**src/rtl/rx_regfile.sv**
```systemverilog
// UART receiver that assembles NUM_BYTES-byte frames into a 32 x 32-bit register file.
// reg_file/regfile_rcv update one cycle after the final stop sample; no backpressure, rx is never stalled.
module rx_regfile #(
  parameter int CLKS_PER_BIT = 104,
  parameter int NUM_BYTES    = 128,
  parameter int TIMEOUT_CLKS = 2080
) (
  input  logic                   clk12,
  input  logic                   rst,
  input  logic                   rx,
  output logic [8*NUM_BYTES-1:0] reg_file,
  output logic                   regfile_rcv,
  output logic                   busy,
  output logic                   frame_err
);

  localparam int IW = (NUM_BYTES > 1) ? $clog2(NUM_BYTES) : 1;
  localparam int CW = (CLKS_PER_BIT > 1) ? $clog2(CLKS_PER_BIT) : 1;
  localparam int TW = (TIMEOUT_CLKS > 1) ? $clog2(TIMEOUT_CLKS) : 1;
  localparam logic [CW-1:0] HALF_M1  = CW'(CLKS_PER_BIT / 2 - 1);
  localparam logic [CW-1:0] BIT_M1   = CW'(CLKS_PER_BIT - 1);
  localparam logic [TW-1:0] TO_M1    = TW'(TIMEOUT_CLKS - 1);
  localparam logic [IW-1:0] LAST_IDX = IW'(NUM_BYTES - 1);

  typedef enum logic [1:0] {IDLE, START, DATA, STOP} state_t;
  state_t state, state_nxt;

  logic                   rx_s1, rx_s2, rx_prev;
  logic                   start_edge;
  logic [CW-1:0]          clk_cnt;
  logic [2:0]             bit_idx;
  logic [7:0]             shift_dat;
  logic [IW-1:0]          byte_idx;
  logic [TW-1:0]          idle_cnt;
  logic                   brk_wait;
  logic                   done_pend;
  logic [8*NUM_BYTES-1:0] shadow;
  logic                   half_tick, bit_tick;
  logic                   accept, stop_bad, idle_run, timeout;

  assign start_edge = rx_prev & ~rx_s2;
  assign half_tick  = (clk_cnt == HALF_M1);
  assign bit_tick   = (clk_cnt == BIT_M1);
  assign accept     = (state == STOP) && !brk_wait && bit_tick && rx_s2;
  assign stop_bad   = (state == STOP) && !brk_wait && bit_tick && !rx_s2;
  assign idle_run   = (state == IDLE) && (byte_idx != '0) && !done_pend;
  assign timeout    = idle_run && (idle_cnt == TO_M1);

  always_ff @(posedge clk12) begin
    if (rst) begin
      rx_s1   <= 1'b1;
      rx_s2   <= 1'b1;
      rx_prev <= 1'b0;
    end else begin
      rx_s1   <= rx;
      rx_s2   <= rx_s1;
      rx_prev <= rx_s2;
    end
  end

  always_ff @(posedge clk12) begin
    if (rst) state <= IDLE;
    else     state <= state_nxt;
  end

  always_comb begin
    state_nxt = state;
    case (state)
      IDLE:  if (start_edge) state_nxt = START;
      START: if (half_tick) state_nxt = rx_s2 ? IDLE : DATA;
      DATA:  if (bit_tick && bit_idx == 3'd7) state_nxt = STOP;
      // After a bad stop bit, hold here until the line has recovered high.
      STOP: begin
        if (brk_wait) begin
          if (rx_s2) state_nxt = IDLE;
        end else if (bit_tick && rx_s2) begin
          state_nxt = IDLE;
        end
      end
      default: state_nxt = IDLE;
    endcase
  end

  always_comb begin
    busy = (byte_idx != '0) || (state != IDLE);
  end

  always_ff @(posedge clk12) begin
    if (rst) begin
      clk_cnt     <= '0;
      bit_idx     <= '0;
      shift_dat   <= '0;
      byte_idx    <= '0;
      idle_cnt    <= '0;
      brk_wait    <= 1'b0;
      done_pend   <= 1'b0;
      reg_file    <= '0;
      regfile_rcv <= 1'b0;
      frame_err   <= 1'b0;
    end else begin
      regfile_rcv <= done_pend;
      done_pend   <= accept && (byte_idx == LAST_IDX);
      frame_err   <= stop_bad || timeout;

      if (done_pend) reg_file <= shadow;

      if (state == IDLE || (state == START && half_tick) || bit_tick) clk_cnt <= '0;
      else                                                               clk_cnt <= clk_cnt + 1'b1;

      if (state == DATA && bit_tick) begin
        shift_dat <= {rx_s2, shift_dat[7:1]};
        bit_idx   <= bit_idx + 1'b1;
      end

      // The last byte keeps its index for one cycle so the copy sees it in shadow.
      if (done_pend || stop_bad || timeout) byte_idx <= '0;
      else if (accept && byte_idx != LAST_IDX) byte_idx <= byte_idx + 1'b1;

      if (stop_bad) brk_wait <= 1'b1;
      else if (state == STOP && brk_wait && rx_s2) brk_wait <= 1'b0;

      if (!idle_run || timeout || start_edge) idle_cnt <= '0;
      else                                    idle_cnt <= idle_cnt + 1'b1;
    end
  end

  always_ff @(posedge clk12) begin
    if (!rst && accept) shadow[{byte_idx, 3'b000} +: 8] <= shift_dat;
  end

endmodule

```
**config.mk**
```make
export PLATFORM = sky130hd
export DESIGN_NAME = rx_regfile
export DESIGN_NICKNAME = d
export VERILOG_FILES = /design/src/rtl/rx_regfile.sv
export SDC_FILE = /design/constraint.sdc
export NUM_CORES = 2
export LEC_CHECK = 0
export CORE_AREA = 2 2 402 404
export CTS_BUF_LIST = sky130_fd_sc_hd__clkbuf_16
export CTS_CLUSTER_DIAMETER = 100
export CTS_CLUSTER_SIZE = 12
export DETAILED_ROUTE_END_ITERATION = 10
export DIE_AREA = 0 0 404 406
export PLACE_DENSITY = 0.74
export SKIP_CTS_REPAIR_TIMING = 1
export SLEW_MARGIN = 20
export SYNTH_ARGS = -nofsm -noshare
export SYNTH_HDL_FRONTEND = slang
export SYNTH_SLANG_ARGS = --single-unit
```
**constraint.sdc**
```tcl
create_clock -name clk12 -period 5.63 [get_ports clk12]
set_clock_uncertainty 0.1 [all_clocks]
set_input_delay 1.126 -clock clk12 [delete_from_list [all_inputs] [get_ports clk12]]
set_output_delay 1.126 -clock clk12 [all_outputs]
set_load 0.005 [all_outputs]
```
==> Word-level counts from Yosys, hierarchy flattened <==
Index checks and enable logic that the tools add are counted.
{ "word_totals": {"regBits": 2094, "output_inout_bits": 1027, "elab_cells": 86} }
{ "classes": {"add_sub_neg": 5, "n_eq_ne": 14, "shift": 2, "mux": 11, "bitwise": 2, "reduce_logical": 37} }
{ "ops": {"columns": ["op", "count"], "rows": [
  ["1024-bit bitwise mux", 1],
  ["8-bit by 12-bit variable shift with 1024-bit output, first input constant", 1],
  ["8-bit by 12-bit indexed part select with 1024-bit output", 1],
  ["1-bit logical AND", 16],
  ["7-bit by 1-bit adder with 7-bit output, second input constant", 2],
  ["7-bit == test, second input constant", 2],
  ["2-bit two-way mux", 7],
  ["12-bit by 1-bit adder with 12-bit output, second input constant", 1],
  ["12-bit == test, second input constant", 1],
  ["10-bit negator with 12-bit output", 1],
  ["1-bit logical OR", 8],
  ["2-bit case mux with 4 select lines", 1],
  ["7-bit by 6-bit == test with 1-bit output, second input constant", 1],
  ["7-bit != test, second input constant", 1],
  ["7-bit nonzero test", 1],
  ["2-bit != test, second input constant", 3],
  ["2-bit OR reduction", 3],
  ["1-bit zero test", 5],
  ["5-bit AND reduction", 1],
  ["2-bit == test, second input constant", 2],
  ["2-bit nonzero test", 2],
  ["3-bit by 1-bit adder with 3-bit output, second input constant", 1],
  ["3-bit == test, second input constant", 1],
  ["3-bit by 2-bit != test with 1-bit output, second input constant", 1],
  ["other kinds (6)", 7]
]} }

==> Longest topological paths before layout <==
{ "logic_depth": {"word_depth": 7, "ltp_mapped": 11, "ltp_nobuf": 6} }

==> Worst setup path after synthesis <==
Ideal clock, no wire load.
{ "synth_timing": {"kind": "reg2reg", "startpoint": "register byte_idx[0] (netlist name)", "endpoint": "register shadow[944] (enable)", "t_arrival_ns": 3.096, "t_required_ns": 5.135, "slack_ns": 2.039, "path_stages_with_launch": 11, "path_buffers": 4, "cell_sequence": "dfxtp_1 buf_2 inv_1 ha_1 buf_4 or3b_2 a211oi_2 nor3_1 clkbuf_1 buf_2 nor4_1"} }
{ "synth_rtl": {"columns": ["element", "line_no", "source"], "rows": [
  ["end signal: indexed assignment", "128", "if (!rst && accept) shadow[{byte_idx, 3'b000} +: 8] <= shift_dat;"],
  ["end: declaration", "37", "logic [8*NUM_BYTES-1:0] shadow;"]
]} }

==> Worst setup path after layout <==
{ "layout_timing": {"startpoint": "register byte_idx[4]", "endpoint": "output busy"} }
{ "layout_via": {"elab_chain_cells": 2} }
{ "layout_rtl": {"columns": ["element", "line_no", "source"], "rows": [
  ["start: declaration", "33", "logic [IW-1:0] byte_idx;"],
  ["start signal: assignment", "117", "else if (accept && byte_idx != LAST_IDX) byte_idx <= byte_idx + 1'b1;"],
  ["7-bit nonzero test", "85", "busy = (byte_idx != '0) || (state != IDLE);"],
  ["1-bit logical OR", "85", null],
  ["end: declaration", "13", "output logic busy,"]
]} }
Every way passes these cells.

==> out/results.env <==
OUTCOME='finished clean'
FIRST_GLOBAL_VIAS=51500
FP.DIEAREA_SQ_UM=164000
GROUTE.USAGE.OVERALL_PCT=32.7
UTILIZATION_PCT=60.2
DRT_WL_TOTAL_UM=277000
SYN2LAYOUT_AREA_GROWTH_PCT=24.0
SYNTH_FF_TYPE='sky130_fd_sc_hd__dfxtp_1'
DETAILROUTE.VIA_COUNT=54600
SETUP-TNS-FINAL_NS=0
TIMING.CRITICAL_PATH.MAX_DELAY_FAMILY='simple AND/OR/NAND/NOR gates'
DIE_WIDTH_UM=404
CRIT_TYPE='reg -> out'
RSZ0062_AT_GRT='false'
RRSETUPSLACK_NS=1.05
NETLIST_INSTANCES=6240
COUNT_OF_PINS_ON_THE_BLOCK_BOUNDARY=1030
WORST_EP_REQUIRED_TIME_NS=4.40
SYNTHESIS.AREA_PER_INSTANCE_SQ_UM=12.4
POWER.DENSITY_CELL_AREA_nW_PER_UM2=291
ANTENNA_VIOLATIONS_BEFORE_REPAIR=13
CRIT_PATH_END_KIND='output port'
DRTPASS1ITERATIONS=8
DIE_Y_UM=406
SYNTHMOSTINSTANTIATEDCELL='sky130_fd_sc_hd__nor2_1'
WORST_R2R_STARTPOINT='byte_idx[1]$_SDFFE_PP0P_'
FMAX_MHz=204
LAYOUT_WORST_PATH_CYCLE_SHARE_PCT=87.2
MIN_DELAY_PATH_DEPTH=1
LEAKAGE_uW=0.0326
WORSTHOLDSTART='rx_s1$_SDFF_PP1_'
MAXCAPVIOLCOUNT=0
CRITPATHARRIVALTIME_NS=3.68
TIMING.SLEW.HEADROOM_PCT=9.00
FIRST_PASS_GRT_WIRE_LENGTH_UM=382000
SYNTH_AREA_SQ_UM=77400
YOSYS.AREA.TOP_TYPE_SHARE_PCT=39.7
HOLD_VIOLATIONS=0
FLOORPLAN.CORE_AREA_SQ_UM=160000
TRITONCTS.NUM_BUFFERS=192
CP.DEPTH=5
TIMING.CRITICAL_PATH.CELLS='nor4_2 > nand2_1 > buf_4 > or3_1 > clkdlybuf4s50_1'
DETAIL_ROUTE.WL_PER_CELL_UM=29.4
WORSTREGTOREGCELLS=6
FINAL_PERIOD_MINUS_WORST_SETUP_SLACK_NS=4.91
DRIVE_GT1_SHARE_PCT=9.32
DRT-INITIAL-DRC-COUNT=6040
CRITICAL_PATH.SLOWEST_CELL='sky130_fd_sc_hd__nor4_2'
IO_BUFFERS=1029
LARGEST_FANOUT_ON_THE_CRITICAL_PATH=24
CLOCK_INSERTION_DELAY_WORST_SKEW_NS=0.84
INITIAL_UTILIZATION_PCT=48.5
SYNTH_TOP_CELL_BY_AREA='sky130_fd_sc_hd__edfxtp_1'
IRDROPWORSTVDD_V=0.000290
WORST_SETUP_PATH_ENDPOINT='busy'
FINALPOWER_uW=27900
VIASPERCELL=5.81
TIGHTEST_SLEW_NS=1.36
DESIGN.FINAL.NETS=7156
R2R-END='shadow[264]$_DFFE_PP_'
ASYNC_RESET_FF_SHARE_PCT=0
DP_HPWL_UM=190000
HOLD_CLASS='reg -> reg'
GLOBALPLACE.CONGESTION=0.896
DRT.ANTENNA.VIOLATING_NETS=0
CRITICAL-PATH-MAX-STAGE-DELAY_NS=0.90
SYNTHTOPCELLSBYCOUNT='1,327 x sky130_fd_sc_hd__nor2_1, 1,070 x sky130_fd_sc_hd__dfxtp_1, 1,034 x sky130_fd_sc_hd__mux2i_1'
CRITPATHBUFINV=2
FLOORPLAN.ROWS=147
POST_SYNTH_EDFFS=1024
SETUP_VIOL=0
SYNTH_NETS=6252
STARTPOINT='byte_idx[4]$_SDFFE_PP0P_'
CLK_ROOT_BUFFER_CELL='sky130_fd_sc_hd__clkbuf_16'
CTS-ROOT-TO-SINK-BUFFERS=3
POST_SYNTH_MAIN_AREA_CONTRIBUTORS='sky130_fd_sc_hd__edfxtp_1 40%, sky130_fd_sc_hd__dfxtp_1 28%, sky130_fd_sc_hd__mux2i_1 13%, sky130_fd_sc_hd__nor2_1 6.4%, sky130_fd_sc_hd__nor3_1 4.1%'
GR-TOTAL-OVERFLOW=0
SYNTH-SEQ-CELLS=2094
CLOCK_SINK_COUNT=2094
MAXIMUM_NUMBER_OF_PINS_ON_ONE_NET_BEFORE_GLOBAL_ROUTE_REPAIR=222
SYNTH_WARNINGS=0
CTS_TREE='yes'
YOSYSSEQAREASHARE_PCT=67.4
HTREE_NUM_LEVELS=4
SYNTH.DISTINCT_CELLS=76
CRIT_PATH_START_KIND='flip-flop'
CLKSLEWWORSTSETUPHOLDPATHS_NS=0.07
DRC=0
FINAL_MAX_SLEW_VIOL_COUNT=0
## cell families after synthesis
kind of cell	share of synthesized area, %
AOI/OAI and AO/OA	0.865
DFF	67.4
and+or+nand+nor	14.9
muxes	13.4
xor gates and xnor gates	0.215
adders and majority gates	0.145
buffers and inverters	3.12
## final cells by class
| class | count | area [sq um] |
|---|---|---|
| sequential | 2094 | 52200 |
| multi-input combinational | 3583 | 23300 |
| inverter | 16 | 60.1 |
| tap | 2086 | 2610 |
| timing repair buffer | 1257 | 12200 |
| clock buffer | 194 | 4850 |
| fill | 12600 | 63600 |
| antenna | 5 | 12.5 |
| clock inverter | 159 | 785 |
## metrics by stage
step                      area, sq um  hold WS (ns)  cells  worst slack, ns
after floorplan                 77400         0.289   6240             2.04
after global placement          90300         0.298   9035             1.39
after detailed placement        90300         0.305   9035             1.11
after CTS                       96000         0.320   9388            0.721
after global routing            96000         0.342   9389            0.574
final                           96000         0.317   9394            0.723
## power by group
group / switching, uW / internal (uW)
clock: 5710 / 6230
combinational: 139 / 16.6
sequential: 5.42 / 15800
## flip-flops by register name, summed over array words and instances, names as in the netlist, 3 cells and up, named ones only
name       flops
bit_idx        3
byte_idx       7
clk_cnt        7
idle_cnt      12
reg_file    1024
shadow      1024
shift_dat      8
## worst min path at each step
stage	to	slack, ns
floorplan	rx_s2$_SDFF_PP1_	0.29
global placement	rx_s2$_SDFF_PP1_	0.30
detailed placement	rx_s2$_SDFF_PP1_	0.30
CTS	rx_s2$_SDFF_PP1_	0.32
global route	rx_s2$_SDFF_PP1_	0.34
finish	rx_s2$_SDFF_PP1_	0.32
## layer usage
layer  vias up  share of wire, %  global-route usage, %
li1      23800                 -                      -
met1     27200                38                   42.6
met2      3019                45                   50.1
met3       624               9.5                   7.25
met4         6               6.9                   19.9
met5         -             0.013                      0
## cells in the final DEF, fill, tap and decap left out, drive strengths merged, types with 7 or more instances in the layout
| master | n |
|---|---|
| or4 | 7 |
| clkbuf | 194 |
| nor3b | 9 |
| o211ai | 12 |
| nand4 | 22 |
| nand3 | 60 |
| nand2 | 63 |
| buf | 229 |
| o21ai | 13 |
| ha | 9 |
| o2111ai | 8 |
| nor3 | 779 |
| clkdlybuf4s50 | 1028 |
| and3 | 97 |
| clkinv | 8 |
| xor2 | 10 |
| nor4 | 27 |
| inv | 166 |
| dfxtp | 1070 |
| a21oi | 8 |
| nand2b | 8 |
| mux2i | 1034 |
| nor2 | 1330 |
| xnor2 | 9 |
| o31ai | 10 |
| edfxtp | 1024 |
Note: power is estimated with default switching activity, not from simulation.
